<file path="src/rtl/stack_controller.sv">
// Stack operation sequencer: drives the stack_pointer strobes and the RAM port
// for INIT/PUSH/POP/CALL/RET, with bound checking in place of memory corruption.
module stack_controller #(
    parameter int ADDR_WIDTH = 16,
    parameter int DATA_WIDTH = 8,
    parameter logic [ADDR_WIDTH-1:0] STACK_TOP    = 16'h01FF,
    parameter logic [ADDR_WIDTH-1:0] STACK_BOTTOM = 16'h0100
) (
    input  logic                  clk,
    input  logic                  reset,
    input  logic                  start,
    input  logic [2:0]            op,
    input  logic [DATA_WIDTH-1:0] data_in,
    input  logic [ADDR_WIDTH-1:0] pc_in,
    input  logic [ADDR_WIDTH-1:0] target_in,
    input  logic [ADDR_WIDTH-1:0] sp_in,
    input  logic [DATA_WIDTH-1:0] mem_rdata,
    output logic                  sp_increment,
    output logic                  sp_decrement,
    output logic                  sp_load,
    output logic [ADDR_WIDTH-1:0] sp_load_value,
    output logic [ADDR_WIDTH-1:0] mem_addr,
    output logic                  mem_we,
    output logic                  mem_re,
    output logic [DATA_WIDTH-1:0] mem_wdata,
    output logic [DATA_WIDTH-1:0] data_out,
    output logic [ADDR_WIDTH-1:0] pc_out,
    output logic                  pc_load,
    output logic                  busy,
    output logic                  done,
    output logic                  error
);

    localparam logic [ADDR_WIDTH-1:0] CALL_MIN = STACK_BOTTOM + 1'b1;
    localparam logic [ADDR_WIDTH-1:0] RET_MAX  = STACK_TOP - 2'd2;

    typedef enum logic [3:0] {
        S_IDLE,
        S_INIT,
        S_PUSH,
        S_POP_INC,
        S_POP_RD,
        S_POP_CAP,
        S_CALL_HI,
        S_CALL_LO,
        S_RET_INC,
        S_RET_RDL,
        S_RET_CAPL,
        S_RET_RDH,
        S_RET_CAPH,
        S_DONE
    } state_t;

    state_t                r_state;
    logic                  r_spInc;
    logic                  r_spDec;
    logic                  r_spLoad;
    logic                  r_memWe;
    logic                  r_memRe;
    logic [DATA_WIDTH-1:0] r_memWdata;
    logic [DATA_WIDTH-1:0] r_dataOut;
    logic [ADDR_WIDTH-1:0] r_pcOut;
    logic                  r_pcLoad;
    logic                  r_done;
    logic                  r_error;
    logic [ADDR_WIDTH-1:0] r_pc;
    logic [ADDR_WIDTH-1:0] r_target;
    logic [DATA_WIDTH-1:0] r_retLo;
    logic                  w_legal;

    // Bounds are judged on the SP value present at the accepting edge.
    always_comb begin
        w_legal = 1'b0;
        case (op)
            3'd0:    w_legal = 1'b1;
            3'd1:    w_legal = (sp_in >= STACK_BOTTOM);
            3'd2:    w_legal = (sp_in < STACK_TOP);
            3'd3:    w_legal = (sp_in >= CALL_MIN);
            3'd4:    w_legal = (sp_in <= RET_MAX);
            default: w_legal = 1'b0;
        endcase
    end

    // Outputs are set on entry to the state they belong to, so they are registered.
    always_ff @(posedge clk or posedge reset) begin
        if (reset) begin
            r_state    <= S_IDLE;
            r_spInc    <= 1'b0;
            r_spDec    <= 1'b0;
            r_spLoad   <= 1'b0;
            r_memWe    <= 1'b0;
            r_memRe    <= 1'b0;
            r_memWdata <= '0;
            r_dataOut  <= '0;
            r_pcOut    <= '0;
            r_pcLoad   <= 1'b0;
            r_done     <= 1'b0;
            r_error    <= 1'b0;
            r_pc       <= '0;
            r_target   <= '0;
            r_retLo    <= '0;
        end else begin
            r_spInc    <= 1'b0;
            r_spDec    <= 1'b0;
            r_spLoad   <= 1'b0;
            r_memWe    <= 1'b0;
            r_memRe    <= 1'b0;
            r_memWdata <= '0;
            r_pcLoad   <= 1'b0;
            r_done     <= 1'b0;
            case (r_state)
                S_IDLE: begin
                    if (start) begin
                        r_pc     <= pc_in;
                        r_target <= target_in;
                        r_error  <= 1'b0;
                        if (!w_legal) begin
                            r_state <= S_DONE;
                            r_done  <= 1'b1;
                            r_error <= 1'b1;
                        end else begin
                            case (op)
                                3'd0: begin
                                    r_state  <= S_INIT;
                                    r_spLoad <= 1'b1;
                                end
                                3'd1: begin
                                    r_state    <= S_PUSH;
                                    r_memWe    <= 1'b1;
                                    r_memWdata <= data_in;
                                    r_spDec    <= 1'b1;
                                end
                                3'd2: begin
                                    r_state <= S_POP_INC;
                                    r_spInc <= 1'b1;
                                end
                                3'd3: begin
                                    r_state    <= S_CALL_HI;
                                    r_memWe    <= 1'b1;
                                    r_memWdata <= pc_in[2*DATA_WIDTH-1:DATA_WIDTH];
                                    r_spDec    <= 1'b1;
                                end
                                default: begin
                                    r_state <= S_RET_INC;
                                    r_spInc <= 1'b1;
                                end
                            endcase
                        end
                    end
                end
                S_INIT, S_PUSH: begin
                    r_state <= S_DONE;
                    r_done  <= 1'b1;
                end
                S_POP_INC: begin
                    r_state <= S_POP_RD;
                    r_memRe <= 1'b1;
                end
                S_POP_RD: begin
                    r_state <= S_POP_CAP;
                end
                S_POP_CAP: begin
                    r_dataOut <= mem_rdata;
                    r_state   <= S_DONE;
                    r_done    <= 1'b1;
                end
                S_CALL_HI: begin
                    r_state    <= S_CALL_LO;
                    r_memWe    <= 1'b1;
                    r_memWdata <= r_pc[DATA_WIDTH-1:0];
                    r_spDec    <= 1'b1;
                end
                S_CALL_LO: begin
                    r_state  <= S_DONE;
                    r_done   <= 1'b1;
                    r_pcLoad <= 1'b1;
                    r_pcOut  <= r_target;
                end
                S_RET_INC: begin
                    r_state <= S_RET_RDL;
                    r_memRe <= 1'b1;
                end
                S_RET_RDL: begin
                    r_state <= S_RET_CAPL;
                    r_spInc <= 1'b1;
                end
                S_RET_CAPL: begin
                    r_retLo <= mem_rdata;
                    r_state <= S_RET_RDH;
                    r_memRe <= 1'b1;
                end
                S_RET_RDH: begin
                    r_state <= S_RET_CAPH;
                end
                S_RET_CAPH: begin
                    r_state  <= S_DONE;
                    r_done   <= 1'b1;
                    r_pcLoad <= 1'b1;
                    r_pcOut  <= {mem_rdata, r_retLo};
                end
                S_DONE: begin
                    r_state <= S_IDLE;
                end
                default: begin
                    r_state <= S_IDLE;
                end
            endcase
        end
    end

    assign sp_increment  = r_spInc;
    assign sp_decrement  = r_spDec;
    assign sp_load       = r_spLoad;
    assign sp_load_value = STACK_TOP;
    assign mem_we        = r_memWe;
    assign mem_re        = r_memRe;
    assign mem_wdata     = r_memWdata;
    assign mem_addr      = (r_memWe || r_memRe) ? sp_in : '0;
    assign data_out      = r_dataOut;
    assign pc_out        = r_pcOut;
    assign pc_load       = r_pcLoad;
    assign busy          = (r_state != S_IDLE);
    assign done          = r_done;
    assign error         = r_error;

endmodule

</file>
<file path="config.mk">
export PLATFORM = sky130hd
export DESIGN_NAME = stack_controller
export DESIGN_NICKNAME = d
export VERILOG_FILES = /design/src/rtl/stack_controller.sv
export SDC_FILE = /design/constraint.sdc
export NUM_CORES = 1
export LEC_CHECK = 0
export CELL_PAD_IN_SITES_DETAIL_PLACEMENT = 1
export CELL_PAD_IN_SITES_GLOBAL_PLACEMENT = 1
export CORE_MARGIN = 5
export CORE_UTILIZATION = 30
export CTS_BUF_LIST = sky130_fd_sc_hd__clkbuf_2
export DETAILED_ROUTE_END_ITERATION = 8
export PLACE_DENSITY_LB_ADDON = 0.05
export SETUP_SLACK_MARGIN = 0.15
export SYNTH_ARGS = -nofsm -noshare
export SYNTH_HDL_FRONTEND = slang
export SYNTH_SLANG_ARGS = --single-unit
</file>
<file path="constraint.sdc">
create_clock -name clk -period 6.2 [get_ports clk]
set_input_delay 1.24 -clock clk [delete_from_list [all_inputs] [get_ports clk]]
set_output_delay 1.24 -clock clk [all_outputs]
set_load 0.02 [all_outputs]
</file>
======== Word-level counts from Yosys, hierarchy flattened ========
Index checks and enable logic that the tools add are counted.
operators by class
  $lt $le $gt $ge ......................... 4
  eq/ne operators ......................... 17
  muxes and demuxes ....................... 28
  reduce and logical (&&, ||, !) cells .... 11
operators by type and width
  operator                                                                              number
  4-bit one-hot mux with 9 select lines                                                 1
  16-bit by 9-bit greater-or-equal comparator with 1-bit output, second input constant  2
  16-bit one-hot mux with 2 select lines                                                1
  8-bit one-hot mux with 2 select lines                                                 2
  4-bit equality test, second input constant                                            5
  4-bit by 3-bit equality test with 1-bit output, second input constant                 4
  16-bit by 9-bit less-or-equal comparator with 1-bit output, second input constant     1
  16-bit by 9-bit < comparator with 1-bit output, second input constant                 1
  16-bit two-way mux                                                                    1
  8-bit two-way mux                                                                     2
  4-bit one-hot mux with 4 select lines                                                 1
  1-bit two-way mux                                                                     14
  4-bit by 2-bit equality test with 1-bit output, second input constant                 2
  4-bit two-way mux                                                                     2
  3-bit by 2-bit equality test with 1-bit output, second input constant                 2
  1-bit one-hot mux with 2 select lines                                                 3
  3-bit OR reduction                                                                    2
  1-bit one-hot mux with 5 select lines                                                 1
  5-bit OR reduction                                                                    1
  4-bit by 1-bit equality test with 1-bit output, second input constant                 1
  4-bit zero test                                                                       1
  4-bit nonzero test                                                                    1
  2-bit OR reduction                                                                    2
  3-bit by 1-bit equality test with 1-bit output, second input constant                 1
  other kinds (6)                                                                       6
storage, ports and cells
  bits in registers ....................... 75
  word-level logic and storage cells ...... 74

======== Longest topological paths before layout ========
  depth in word-level cells ............... 6
  mapped depth ............................ 7
  mapped depth without buffers ............ 5

======== Worst setup path after synthesis ========
No wires, ideal clock.
  path type ............................... in2out
  from .................................... in sp_in[10]
  to ...................................... out mem_addr[10]
  arrival ................................. 1567 ps
  required time ........................... 4960 ps
  path slack .............................. 3393 ps
  stages on the path ...................... 1
  path through ............................ nor2b_1
between the ends
  word-level cells in the longest chain between the ends .. 1
RTL lines
  item                line  source
  start, declared     16    input logic [ADDR_WIDTH-1:0] sp_in,
  16-bit two-way mux  218   assign mem_addr = (r_memWe || r_memRe) ? sp_in : '0;
  end, declared       22    output logic [ADDR_WIDTH-1:0] mem_addr,
Every way passes these cells.

======== Worst setup path in the final report ========
  from .................................... in sp_in[8]
  to ...................................... out mem_addr[8]
Same word-level chain as after synthesis.

==> run summary <==
overall routing resource usage -> 14.94%
CTS max path bufs -> 2
share of cells above drive strength 1 -> 9.109%
dpl cells -> 625
# port buffers -> 126
most frequent CP cell -> clkdlybuf4s50_1
crit path max-delay cell type -> clkdlybuf4s50_1
Worst setup SP type -> input port
Yosys cell types -> 50
die height -> 120.8 um
Ports -> 143
worst endpoint data arrival time -> 2.54 ns
critical-path cell list -> clkdlybuf4s50_1, nor2b_1, clkdlybuf4s50_1
final hold viol count -> 0
DRC -> 0
Seq/Total Area, Yosys -> 50.92%
Setup crit end kind -> output port
most frequent cells in the layout -> clkdlybuf4s50_1, nand2_1, dfrtp_1
Starting Density -> 30.69%
worst relative slew slack -> 31.48%
yosys synthesis warning count -> 0
core area -> 12010 um^2
die area -> 14600 um^2
setup tns final -> 0 ns
largest net degree at the start of global routing -> 48
Final setup viols -> 0
CTS Sinks -> 75
commonest non-fill, non-tap cell in the layout -> clkdlybuf4s50_1
CTS tree -> yes
Post-DRT Antenna Nets -> 0
Final Power -> 2024 uW
Power Density -> 397.2 nW/um^2
HPWL Detailed -> 7.752 mm
cts hold-fix bufs -> 0
Vias/cell -> 4.780
max cap viols -> 0
clk_skew -> 0.04853 ns
via count -> 3064
Non-Filler Instances -> 641
number of synthesized flops with an enable pin -> 0
dominant synthesized flop cell -> dfrtp_1
Worst-Margin Slew -> 1.013 ns
Syn Area/Cell -> 9.829 um^2
grt total ovfl -> 0
status -> finished clean
routability congestion estimate -> 0.7678
diodes inserted -> 0
nets -> 559
clk_lat worst skew -> 0.53 ns
WHS -> 0.4496 ns
Post-CTS Setup Bufs -> 0
die width -> 120.8 um
Final period util -> 60.89%
unrepaired setup endpoints after global routing -> no
CTS H-tree lvls -> 3
post-layout util -> 42.42%
1st-pass router iterations -> 4
Syn Std Cell Area -> 3686 um^2
Max stage delay on crit path -> 0.62 ns
num rows -> 40
pins over their slew limit -> 0
Leakage -> 0.002280 uW
average wire per standard cell -> 16.41 um
minimum clock period -> 3.775 ns
initial antenna violation count -> 0
Tightest Hold Check Type -> reg2reg
worst-path fanout max -> 4
critical path class -> in2out
CTS Buf Count -> 9
WL final -> 10.52 mm
area grow syn2layout -> 38.22%
share of flip-flops with an asynchronous set or reset -> 100.0%
Fmax achieved -> 264.9 MHz
first-pass GRT wire length -> 17.27 mm
root buf cell -> clkbuf_2
register bit total from synthesis -> 75
1st-iter DRT viols -> 96
Cells after Synth -> 375
cts repair resizes -> 0
Max IR drop VDD -> 0.1822 mV
Worst-path clk slew -> 0.22 ns
CP required -> 4.96 ns
vias in the first global route -> 3264
-- cell type report --
class	instances	area, um^2
clock buffer	10	50.05
clock inverter	6	55.05
fill	1364	6917
inverter	5	20.02
multi-input combinational	267	1610
sequential	75	1877
tap	147	183.9
timing repair buffer	131	1299
-- report_power, final --
| group | internal, uW | total (uW) | switching (uW) |
|---|---|---|---|
| clock | 91.9 | 269 | 177 |
| combinational | 453 | 918 | 465 |
| sequential | 685 | 837 | 152 |
| total | 1230 | 2020 | 794 |
-- worst max-delay path, delay by kind of cell --
family / cells / cell delay, ns
AND/OR/NAND/NOR: 1 / 0.15
buffers and inverters: 2 / 1.15
-- synthesized netlist by cell type, drive strengths merged, types with 4 or more instances --
cell type / number / area [um^2]
nand2: 104 / 390.4
nor3b: 4 / 41.29
mux2i: 22 / 220.2
dfrtp: 75 / 1877
clkbuf: 11 / 41.29
o41ai: 8 / 70.07
a21oi: 6 / 30.03
nor2: 9 / 33.78
mux2: 17 / 191.4
nor2b: 17 / 106.4
buf: 31 / 197.7
inv: 5 / 18.77
o21ai: 21 / 105.1
-- metal layers --
| metal | global-route usage, % | vias to the layer above | share of wire, % |
|---|---|---|---|
| met5 | 0 | - | 0 |
| li1 | - | 1468 | - |
| met2 | 25.46 | 68 | 50 |
| met3 | 3.227 | 14 | 4.2 |
| met4 | 5.099 | 0 | 1.4 |
| met1 | 18.70 | 1514 | 44 |
-- sequential cells by signal, indices dropped and copies added (netlist names), 4 cells and up --
| signal | count |
|---|---|
| r_pc | 8 |
| r_retLo | 8 |
| r_state | 4 |
| r_target | 16 |
| data_out | 8 |
| mem_wdata | 8 |
| pc_out | 16 |
-- cells by family (layout without fill, tap and decap cells) --
group	after synthesis	count (layout)	share of synthesized area (%)
other cells	2	16	0.2037
buf+inv	47	152	6.993
simple gates	157	157	20.37
flops	75	75	50.92
xor+xnor	1	1	0.2377
mux	39	39	11.17
compound gates	54	54	10.12
-- metrics by stage --
step / instance area [um^2] / setup WS (ns)
2_1_floorplan: 3739 / 3.050
3_3_place_gp: 4990 / 2.433
3_5_place_dp: 4990 / 2.419
4_1_cts: 5095 / 2.415
5_1_grt: 5095 / 2.263
6_report: 5095 / 2.425
-- worst paths after layout --
check	depth (start not counted)	from	end	slack, ns
max in group asynchronous	3	reset	r_target[8]	4.16
setup / recovery	3	sp_in[8]	mem_addr[8]	2.42
setup reg to reg	4	r_state[3]	mem_wdata[2]	3.79
hold reg to reg	2	r_pc[4]	mem_wdata[4]	0.45
hold / removal	2	r_pc[4]	mem_wdata[4]	0.45
min in group asynchronous	2	reset	pc_out[4]	1.00
Note: power is estimated with default switching activity, not from simulation.
